$ cat config.mk
export PLATFORM = sky130hd
export DESIGN_NAME = fft_frame_buffer
export DESIGN_NICKNAME = d
export VERILOG_FILES = /design/src/rtl/fft_pkg.sv /design/src/rtl/fft_bank.sv /design/src/rtl/fft_frame_buffer.sv
export SDC_FILE = /design/constraint.sdc
export NUM_CORES = 1
export LEC_CHECK = 0
export ABC_CLOCK_PERIOD_IN_PS = 3650
export CAP_MARGIN = 40
export CORE_MARGIN = 4
export CORE_UTILIZATION = 40
export CTS_CLUSTER_DIAMETER = 60
export DETAILED_ROUTE_END_ITERATION = 12
export GPL_TIMING_DRIVEN = 0
export SLEW_MARGIN = 20
export SYNTH_ARGS = -nofsm -noshare
export SYNTH_HDL_FRONTEND = slang
export SYNTH_SLANG_ARGS = --single-unit
$ cat constraint.sdc
create_clock -name clk -period 3.65 [get_ports clk]
set_input_delay 0.73 -clock clk [delete_from_list [all_inputs] [get_ports clk]]
set_output_delay 0.73 -clock clk [all_outputs]
set_load 0.01 [all_outputs]
$ cat src/rtl/fft_pkg.sv
// Shared FFT front-end definitions: default sizes, bank state encoding and
// the bit-reversal helper used to place samples in bit-reversed order.
package fft_pkg;

    localparam int unsigned FFT_N         = 16;
    localparam int unsigned FFT_WIDTH     = 16;
    localparam int unsigned FFT_MAX_LOG2N = 10;

    typedef enum logic [1:0] {
        BANK_EMPTY   = 2'd0,
        BANK_FILLING = 2'd1,
        BANK_FULL    = 2'd2
    } bank_state_e;

    // Reverse the low log2n bits of idx: mirror all bits, then drop the unused tail.
    function automatic logic [FFT_MAX_LOG2N-1:0] bitrev(
        input logic [FFT_MAX_LOG2N-1:0] idx,
        input int unsigned              log2n
    );
        logic [FFT_MAX_LOG2N-1:0] r;
        for (int i = 0; i < int'(FFT_MAX_LOG2N); i++) begin
            r[i] = idx[FFT_MAX_LOG2N-1-i];
        end
        return r >> (FFT_MAX_LOG2N - log2n);
    endfunction

endpackage

$ cat src/rtl/fft_bank.sv
// One N-entry complex sample bank: slot write port, flat read-out,
// per-frame ordering mode bit and the bank fill state.
module fft_bank
    import fft_pkg::*;
#(
    parameter int unsigned N     = FFT_N,
    parameter int unsigned LOG2N = 4,
    parameter int unsigned WIDTH = FFT_WIDTH
) (
    input  logic                 clk,
    input  logic                 rst,
    input  logic                 i_wr_en,
    input  logic [LOG2N-1:0]     i_wr_slot,
    input  logic [WIDTH-1:0]     i_wr_re,
    input  logic [WIDTH-1:0]     i_wr_im,
    input  logic                 i_mode_en,
    input  logic                 i_mode,
    input  bank_state_e          i_state_d,
    output logic [N*WIDTH-1:0]   o_re_flat,
    output logic [N*WIDTH-1:0]   o_im_flat,
    output logic                 o_mode,
    output bank_state_e          o_state
);

    logic [WIDTH-1:0] r_re [N];
    logic [WIDTH-1:0] r_im [N];
    logic             r_mode;
    bank_state_e      r_state;

    // Sample storage is never reset; a bank is only meaningful once FULL.
    always_ff @(posedge clk) begin
        if (i_wr_en) begin
            r_re[i_wr_slot] <= i_wr_re;
            r_im[i_wr_slot] <= i_wr_im;
        end
    end

    always_ff @(posedge clk) begin
        if (!rst) begin
            r_state <= BANK_EMPTY;
            r_mode  <= 1'b0;
        end else begin
            r_state <= i_state_d;
            if (i_mode_en) begin
                r_mode <= i_mode;
            end
        end
    end

    for (genvar k = 0; k < int'(N); k++) begin : g_flat
        assign o_re_flat[k*WIDTH +: WIDTH] = r_re[k];
        assign o_im_flat[k*WIDTH +: WIDTH] = r_im[k];
    end

    assign o_mode  = r_mode;
    assign o_state = r_state;

endmodule

$ cat src/rtl/fft_frame_buffer.sv
// Ping-pong frame buffer feeding the FFT core: assembles N-sample frames from a
// serial stream (optionally bit-reversed) and hands them over as flat words.
module fft_frame_buffer
    import fft_pkg::*;
#(
    parameter int unsigned N     = FFT_N,
    parameter int unsigned LOG2N = 4,
    parameter int unsigned WIDTH = FFT_WIDTH,
    parameter int unsigned CNTW  = 16
) (
    input  logic                 clk,
    input  logic                 rst,
    input  logic                 s_valid,
    output logic                 s_ready,
    input  logic [WIDTH-1:0]     s_re,
    input  logic [WIDTH-1:0]     s_im,
    input  logic                 s_last,
    input  logic                 bitrev_en,
    output logic                 m_valid,
    input  logic                 m_ready,
    output logic [N*WIDTH-1:0]   m_re_flat,
    output logic [N*WIDTH-1:0]   m_im_flat,
    output logic                 m_bitrev,
    output logic                 frame_err,
    output logic [CNTW-1:0]      drop_cnt
);

    logic             r_wr_bank;
    logic             r_rd_bank;
    logic [LOG2N-1:0] r_wr_idx;
    logic             r_frame_err;
    logic [CNTW-1:0]  r_drop_cnt;

    bank_state_e      w_state   [2];
    bank_state_e      w_state_d [2];
    logic             w_mode    [2];
    logic [N*WIDTH-1:0] w_re_flat [2];
    logic [N*WIDTH-1:0] w_im_flat [2];

    logic             w_accept;
    logic             w_consume;
    logic             w_first;
    logic             w_idx_last;
    logic             w_complete;
    logic             w_drop;
    logic             w_slot_mode;
    logic [LOG2N-1:0] w_slot;

    assign s_ready    = rst && (w_state[r_wr_bank] != BANK_FULL);
    assign m_valid    = (w_state[r_rd_bank] == BANK_FULL);
    assign w_accept   = s_valid && s_ready;
    assign w_consume  = m_valid && m_ready;
    assign w_first    = (r_wr_idx == '0);
    assign w_idx_last = (r_wr_idx == LOG2N'(N-1));
    assign w_complete = w_accept && w_idx_last && s_last;
    assign w_drop     = w_accept && (s_last != w_idx_last);

    // The first sample of a frame already follows the mode it is latching.
    assign w_slot_mode = w_first ? bitrev_en : w_mode[r_wr_bank];
    assign w_slot      = w_slot_mode ? LOG2N'(bitrev(FFT_MAX_LOG2N'(r_wr_idx), LOG2N))
                                     : r_wr_idx;

    // Consume and accept always target different banks, so both can apply.
    always_comb begin
        for (int b = 0; b < 2; b++) begin
            w_state_d[b] = w_state[b];
            if (w_consume && (r_rd_bank == 1'(b))) begin
                w_state_d[b] = BANK_EMPTY;
            end
            if (w_accept && (r_wr_bank == 1'(b))) begin
                if (w_complete) begin
                    w_state_d[b] = BANK_FULL;
                end else if (w_drop) begin
                    w_state_d[b] = BANK_EMPTY;
                end else begin
                    w_state_d[b] = BANK_FILLING;
                end
            end
        end
    end

    always_ff @(posedge clk) begin
        if (!rst) begin
            r_wr_bank   <= 1'b0;
            r_rd_bank   <= 1'b0;
            r_wr_idx    <= '0;
            r_frame_err <= 1'b0;
            r_drop_cnt  <= '0;
        end else begin
            r_frame_err <= w_drop;
            if (w_consume) begin
                r_rd_bank <= ~r_rd_bank;
            end
            if (w_accept) begin
                if (w_complete) begin
                    r_wr_idx  <= '0;
                    r_wr_bank <= ~r_wr_bank;
                end else if (w_drop) begin
                    r_wr_idx <= '0;
                    if (r_drop_cnt != '1) begin
                        r_drop_cnt <= r_drop_cnt + CNTW'(1);
                    end
                end else begin
                    r_wr_idx <= r_wr_idx + LOG2N'(1);
                end
            end
        end
    end

    for (genvar b = 0; b < 2; b++) begin : g_bank
        fft_bank #(
            .N     (N),
            .LOG2N (LOG2N),
            .WIDTH (WIDTH)
        ) u_bank (
            .clk       (clk),
            .rst       (rst),
            .i_wr_en   (w_accept && (r_wr_bank == 1'(b))),
            .i_wr_slot (w_slot),
            .i_wr_re   (s_re),
            .i_wr_im   (s_im),
            .i_mode_en (w_accept && w_first && (r_wr_bank == 1'(b))),
            .i_mode    (bitrev_en),
            .i_state_d (w_state_d[b]),
            .o_re_flat (w_re_flat[b]),
            .o_im_flat (w_im_flat[b]),
            .o_mode    (w_mode[b]),
            .o_state   (w_state[b])
        );
    end

    assign m_re_flat = w_re_flat[r_rd_bank];
    assign m_im_flat = w_im_flat[r_rd_bank];
    assign m_bitrev  = w_mode[r_rd_bank];
    assign frame_err = r_frame_err;
    assign drop_cnt  = r_drop_cnt;

endmodule

==> results of run 1 <==
worst max path at each step:
stage                                   startpoint                                      to  slack (ps)  cells past startpoint
after CTS                   r_rd_bank$_SDFFE_PN0N_                          m_im_flat[209]          -3                      4
after floorplan           r_wr_idx[1]$_SDFFE_PN0N_   g_bank[0].u_bank.r_im[8][0]$_DFFE_PP_         -60                      8
final                       r_rd_bank$_SDFFE_PN0N_                           m_im_flat[77]         130                      4
after detailed placement    r_rd_bank$_SDFFE_PN0N_                          m_im_flat[240]        -360                      8
after global routing        r_rd_bank$_SDFFE_PN0N_                           m_re_flat[84]           1                      5
after global placement                     s_valid  g_bank[1].u_bank.r_re[15][7]$_DFFE_PP_       -2080                      5
state kept, by name, summed over array words and instances, names as in the netlist:
register / cells
r_rd_bank: 1
g_bank.u_bank.r_re: 512
drop_cnt: 16
g_bank.u_bank.o_state: 4
frame_err: 1
g_bank.u_bank.o_mode: 2
r_wr_idx: 4
r_wr_bank: 1
g_bank.u_bank.r_im: 512
cell families (layout without fill, tap and decap cells):
group	count (synthesis)	after routing	synth area share
muxes	528	528	0.154
xor gates and xnor gates	9	9	0.00204
DFF	1053	1053	0.813
and+or+nand+nor	137	137	0.0175
buffers and inverters	72	959	0.00750
AOI/OAI and AO/OA	30	30	0.00500
adders and majority gates	3	3	0.000974
placed cells by master (no fill, tap or decap), drive strengths merged, types with 2 or more instances in the layout:
cell type      count
nand4              4
nand2             34
mux2i             10
or3b               3
inv               13
clkinvlp           4
nor2b              2
or4                4
xnor2              8
clkbuf           196
bufinv            10
nor4               8
a31oi              3
nand2b             5
and2               2
mux2             518
edfxtp          1024
o21ai              4
and4               4
dfxtp             29
nand3              5
nor2              54
a21oi             10
ha                 3
o31ai              5
nor3b              2
nor3               4
buf              159
clkinv            41
dlygate4sd2       17
clkdlybuf4s50    519
stage by stage:
stage               cell area [sq um]  worst slack (ps)  power (mW)
CTS                             51700             -2.53        24.8
finish                          51800               129        24.6
floorplan                       38600             -63.3        13.6
global placement                45800             -2080        14.0
detailed placement              47400              -356        14.1
global route                    51800              1.29        25.4
timing repair:
action / CTS / global route
buffers inserted: 51 / 0
resized for setup: 67 / 30
pin swaps: 29 / 0
hold endpoints to repair: 0 / 0
cloned: 0 / 0
endpoints found under the setup margin: 1281 / 400
routing by layer:
metal,track usage,vias to the layer above,routed length (um)
met5,0,-,20
met4,0.0651,4,3450
met3,0.0477,161,6240
met2,0.363,610,55300
met1,0.250,10500,41500
li1,-,8865,-
final cells by class:
cell class / count / area [sq um]
Buffer: 67 / 387
Clock buffer: 134 / 2840
Clock inverter: 64 / 651
Fill cell: 7403 / 43500
Inverter: 4 / 15.0
Multi-Input combinational cell: 707 / 7180
Sequential cell: 1053 / 31300
Tap cell: 1265 / 1580
Timing Repair Buffer: 690 / 7840
power by group through the flow:
stage | registers (mW) | logic [mW] | clock network [mW]
finish | 13.3 | 0.522 | 10.8
global route | 13.3 | 0.554 | 11.6
CTS | 13.3 | 0.532 | 11.0
detailed placement | 13.5 | 0.527 | 0
global placement | 13.6 | 0.436 | 0
floorplan | 13.5 | 0.0746 | 0
==> metrics.txt, run 1 <==
status finished, final reports clean; Synth Cell Area 0.0385 sq mm; CTS tree done; Post-synth top cells 1024 x edfxtp_1, 518 x mux2_2, 65 x clkbuf_1, 54 x nor2_1, 33 x nand2_1; CP Max Fanout 10; Die Y between 300 and 400 um; I/O Buffers 568; hold path depth 1; largest net degree at the start of global routing 33; Net count, final 2674; RD Place Congestion 0.814; Synth Net Count 1873; CTS root buf clkbuf_16; initial antenna violation count 4; critical path buffer and inverter count 3; top-count cell post-synth edfxtp_1; family with the most delay on the worst path buffers and inverters; min cycle time layout 3520 ps; Yosys top cell area share 0.798; DIE AREA roughly 0.10 sq mm; # diodes 0; Reg2Reg Depth 9; synth warn 0; first-pass GRT wire length 150000 um; Routed WL 107000 um; clk sinks 1053; DR WL/cell 26.7 um; cell breakdown of the critical path clkbuf_2, clkbuf_1, mux2_2, clkdlybuf4s50_1; EDFF count, synth 1024; P_leak 16.9 nW; Hold Path Class input pin to flop; Post-route DRC 0; Synth area leader edfxtp_1; number of global-route vias before repair 21100; Hold WS 304 ps; startpoint types flop; max-slew violation count 0; number of buffers created by CTS 110; drt via density between 5 and 6; ys flop type edfxtp_1; RSZ-0062 raised after global routing no; reg-to-reg slack, setup 290 ps; Worst-Margin Slew 781 ps; Synth area leaders edfxtp_1 80%, mux2_2 15%, dfxtp_1 1.5%; Avg Inst Size Synth 21.0 sq um; Starting Density 0.405; hold_sp s_re[15]; Flop pwr share 0.540; Synth cell types 46; I/O Pins 570; Vias 20200; f_max 284 MHz; non-filler instance count after layout 3984; utilization after layout 0.544; core region area ~0.095 sq mm; RR Startpoint r_wr_idx[1]$_SDFFE_PN0N_; Pint 19.7 mW; placed cells 3732; clock power share 0.438; CP Class flop to primary output; pwr dens 475 mW/mm^2; DR pass1 iterations 7; Antenna Nets Post-Route 0; global route total overflow 0; clock latency on the worst-skew pair 670 ps; slew margin rel. 0.479; Post-Synthesis Cells 1832; share of layout cells above drive strength 1 0.339; clock-pin transition on the worst setup and hold timing paths 60 ps; Worst path max stage delay 500 ps; required time of the critical path slightly below 3000 ps; hold buffers post-CTS 0; RR Endpoint g_bank[0].u_bank.r_im[6][6]$_DFFE_PP_; arrival time worst endpoint 2790 ps; setup TNS 0 ps; part of the Yosys area used for sequential elements 0.813; final setup vio count 0; total global routing track utilization 0.205; flops & latches, synth between 1000 and 1500; Max Cap Viol 0; final period utilization 0.965; critical path's slowest cell clkdlybuf4s50_1; standard-cell row count 113; Min-Delay Endpoint g_bank[1].u_bank.r_re[14][15]$_DFFE_PP_; Worst Clk Skew 16.0 ps; P&R area growth vs syn 34.4%; Net Sw Power approximately 4.9 mW; asr flop ratio synth 0; combinational power share 0.021; post-detail-place hpwl 72000 um; Chip Width 318 um; Bufs on Longest Clock Path 3; Setup crit end kind primary output; worst vdd rail ir drop about 0.00038 V; Switching Fraction 0.199; drt first-iter violations 1505; CTS H-tree depth 3; Final Hold Fails 0
Power figures use the tool's default switching activity.
==> inputs of run 2 (changes only) <==
- ABC_CLOCK_PERIOD_IN_PS: 3650 -> 3200
- clock period: 3.65 -> 3.2 ns (I/O delays scaled with it)
==> run 2 against run 1 <==
  * Hold slack got worse by 39 ps
  * Die area stayed put
  * Wire length grew 0.16%
  * Cell area rose by 0.41%
  * Flip-flop and latch count stayed put
  * Combinational power is 12% higher
  * Via count fell by 0.76%
  * Critical path depth grew 1
  * Register-to-register slack worse by 170 ps
==> metrics.txt, run 2 (synthesis results as in run 1) <==
CTS tree done; Max Cap Viol 0; min cycle time layout around 3100 ps; f_max 322 MHz; non-filler instance count after layout 3980; commonest cells after routing, fill and taps aside 1024 x edfxtp_1, 518 x mux2_2, 359 x clkdlybuf4s50_1; Vias 20000; CP Max Fanout 10; Bufs on Longest Clock Path 3; global route total overflow 0; share of layout cells above drive strength 1 0.343; clock-pin transition on the worst setup and hold timing paths 60 ps; final worst slack 93.8 ps; M1 GR Usage 0.251; first-pass GRT wire length 150000 um; drt first-iter violations 1411; Net count, final 2660; fillers 7369; hold buffers post-CTS 0; number of global-route vias before repair ~21000; P&R area growth vs syn 35.0%; critical path's slowest cell clkdlybuf4s50_1; CP Class flop to primary output; post-route design area 0.0520 sq mm; initial antenna violation count 2; Die Y about 320 um; RSZ-0062 raised after global routing yes; P_leak 17.6 nW; Hold WS between 200 and 300 ps; largest net degree at the start of global routing 33; Starting Density 0.405; standard-cell row count 113; DIE AREA 0.101 sq mm; global-route met3 utilization 0.0504; total global routing track utilization 0.205; Final Hold Fails 0; Worst-Margin Slew just under 800 ps; clk sinks about 1100; worst vdd rail ir drop about 0.00042 V; drt via density between 5 and 6; Top cell by count, worst path clkbuf_8; post-detail-place hpwl 73400 um; Chip Width 318 um; Routed WL 107000 um; startpoint types flop; slew margin rel. 0.475; DR pass1 iterations 5; Setup crit end kind primary output; Post-route DRC 0; placed cells 3727; Hold Path Class input pin to flop; Antenna Nets Post-Route 0; CTS H-tree depth 3; pwr dens about 540 mW/mm^2; max-slew violation count 0; status finished, final reports clean; final period utilization 0.971; utilization after layout 0.546; clock latency on the worst-skew pair 680 ps; required time of the critical path 2560 ps; number of buffers created by CTS roughly 110; DR WL/cell roughly 27 um; Worst path max stage delay roughly 480 ps; Place WS -682 ps; Placed Area 0.0473 sq mm; RD Place Congestion 0.824; cell breakdown of the critical path clkbuf_8, buf_6, clkbuf_8, mux2_2, clkdlybuf4s50_1; CTS root buf clkbuf_16; met2 usage 0.358; I/O Buffers 568; arrival time worst endpoint 2470 ps; grt peak-use layer met2; commonest non-fill, non-tap cell in the layout edfxtp_1; core region area between 0.09 and 0.1 sq mm; Worst Clk Skew 26.7 ps; final setup vio count 0; I/O Pins 570
run 2: changes by cell type in the layout (fill, tap and decap cells not counted), sizes merged:
cell,previous run,this run
clkdlybuf4s50,519,359
dlygate4sd2,17,117
dlymetal6s2s,0,54
clkbuf,196,212
buf,159,144
clkdlybuf4s15,0,6
bufinv,10,5
clkinv,41,38
diode,0,3
clkinvlp,4,2
inv,13,15
run 2: stage by stage:
step                setup TNS (ps)  power (mW)
global placement          -2108040        16.0
finish                           0        28.0
global route                  -133        29.0
detailed placement         -532510        16.0
CTS                           -539        28.4
floorplan                  -401920        15.5
run 2: power breakdown:
group | switching [mW] | leakage, nW | internal (mW)
combinational | 0.411 | 6.41 | 0.174
clock | 5.16 | 1.73 | 7.14
sequential | 0.0100 | 9.45 | 15.1
run 2: final timing paths:
check,slack (ps),from,endpoint,depth (start not counted)
max reg2reg,120,r_wr_idx[0]$_SDFFE_PN0N_,g_bank[1].u_bank.r_im[7][13]$_DFFE_PP_,8
min,260,s_im[13],g_bank[1].u_bank.r_im[7][13]$_DFFE_PP_,1
max,90,r_rd_bank$_SDFFE_PN0N_,m_re_flat[93],5
min reg2reg,480,g_bank[1].u_bank.o_state[0]$_SDFFE_PN0P_,g_bank[1].u_bank.o_state[0]$_SDFFE_PN0P_,2
run 2: cell type report:
| cell class | instances | area, sq um | share of cell area |
|---|---|---|---|
| Antenna cell | 3 | 7.51 | 0.000144 |
| Buffer | 67 | 693 | 0.0133 |
| Clock buffer | 152 | 3080 | 0.0591 |
| Clock inverter | 56 | 457 | 0.00878 |
| Inverter | 4 | 15.0 | 0.000289 |
| Multi-Input combinational cell | 707 | 7290 | 0.140 |
| Sequential cell | 1053 | 31300 | 0.602 |
| Tap cell | 1265 | 1580 | 0.0304 |
| Timing Repair Buffer | 673 | 7580 | 0.146 |
run 2: what timing repair did:
item                       in CTS  in global routing
setup endpoints to repair    1538               1052
gates resized for setup       285                 82
setup buffers                  38                  5
pin swaps                      32                  4
run 2: worst max-delay path: cells and delay by family (launching register included):
kind	cells	cell delay, ps
buffers and inverters	4	1010
flip-flops	1	400
multiplexers	1	380
run 2: metal layers:
layer | wire, um | share of wire | vias to the layer above
li1 | - | - | 8850
met1 | 41000 | 0.38 | 10400
met2 | 55300 | 0.52 | 640
met3 | 6760 | 0.063 | 161
met4 | 3690 | 0.035 | 0
met5 | 0 | 0 | -
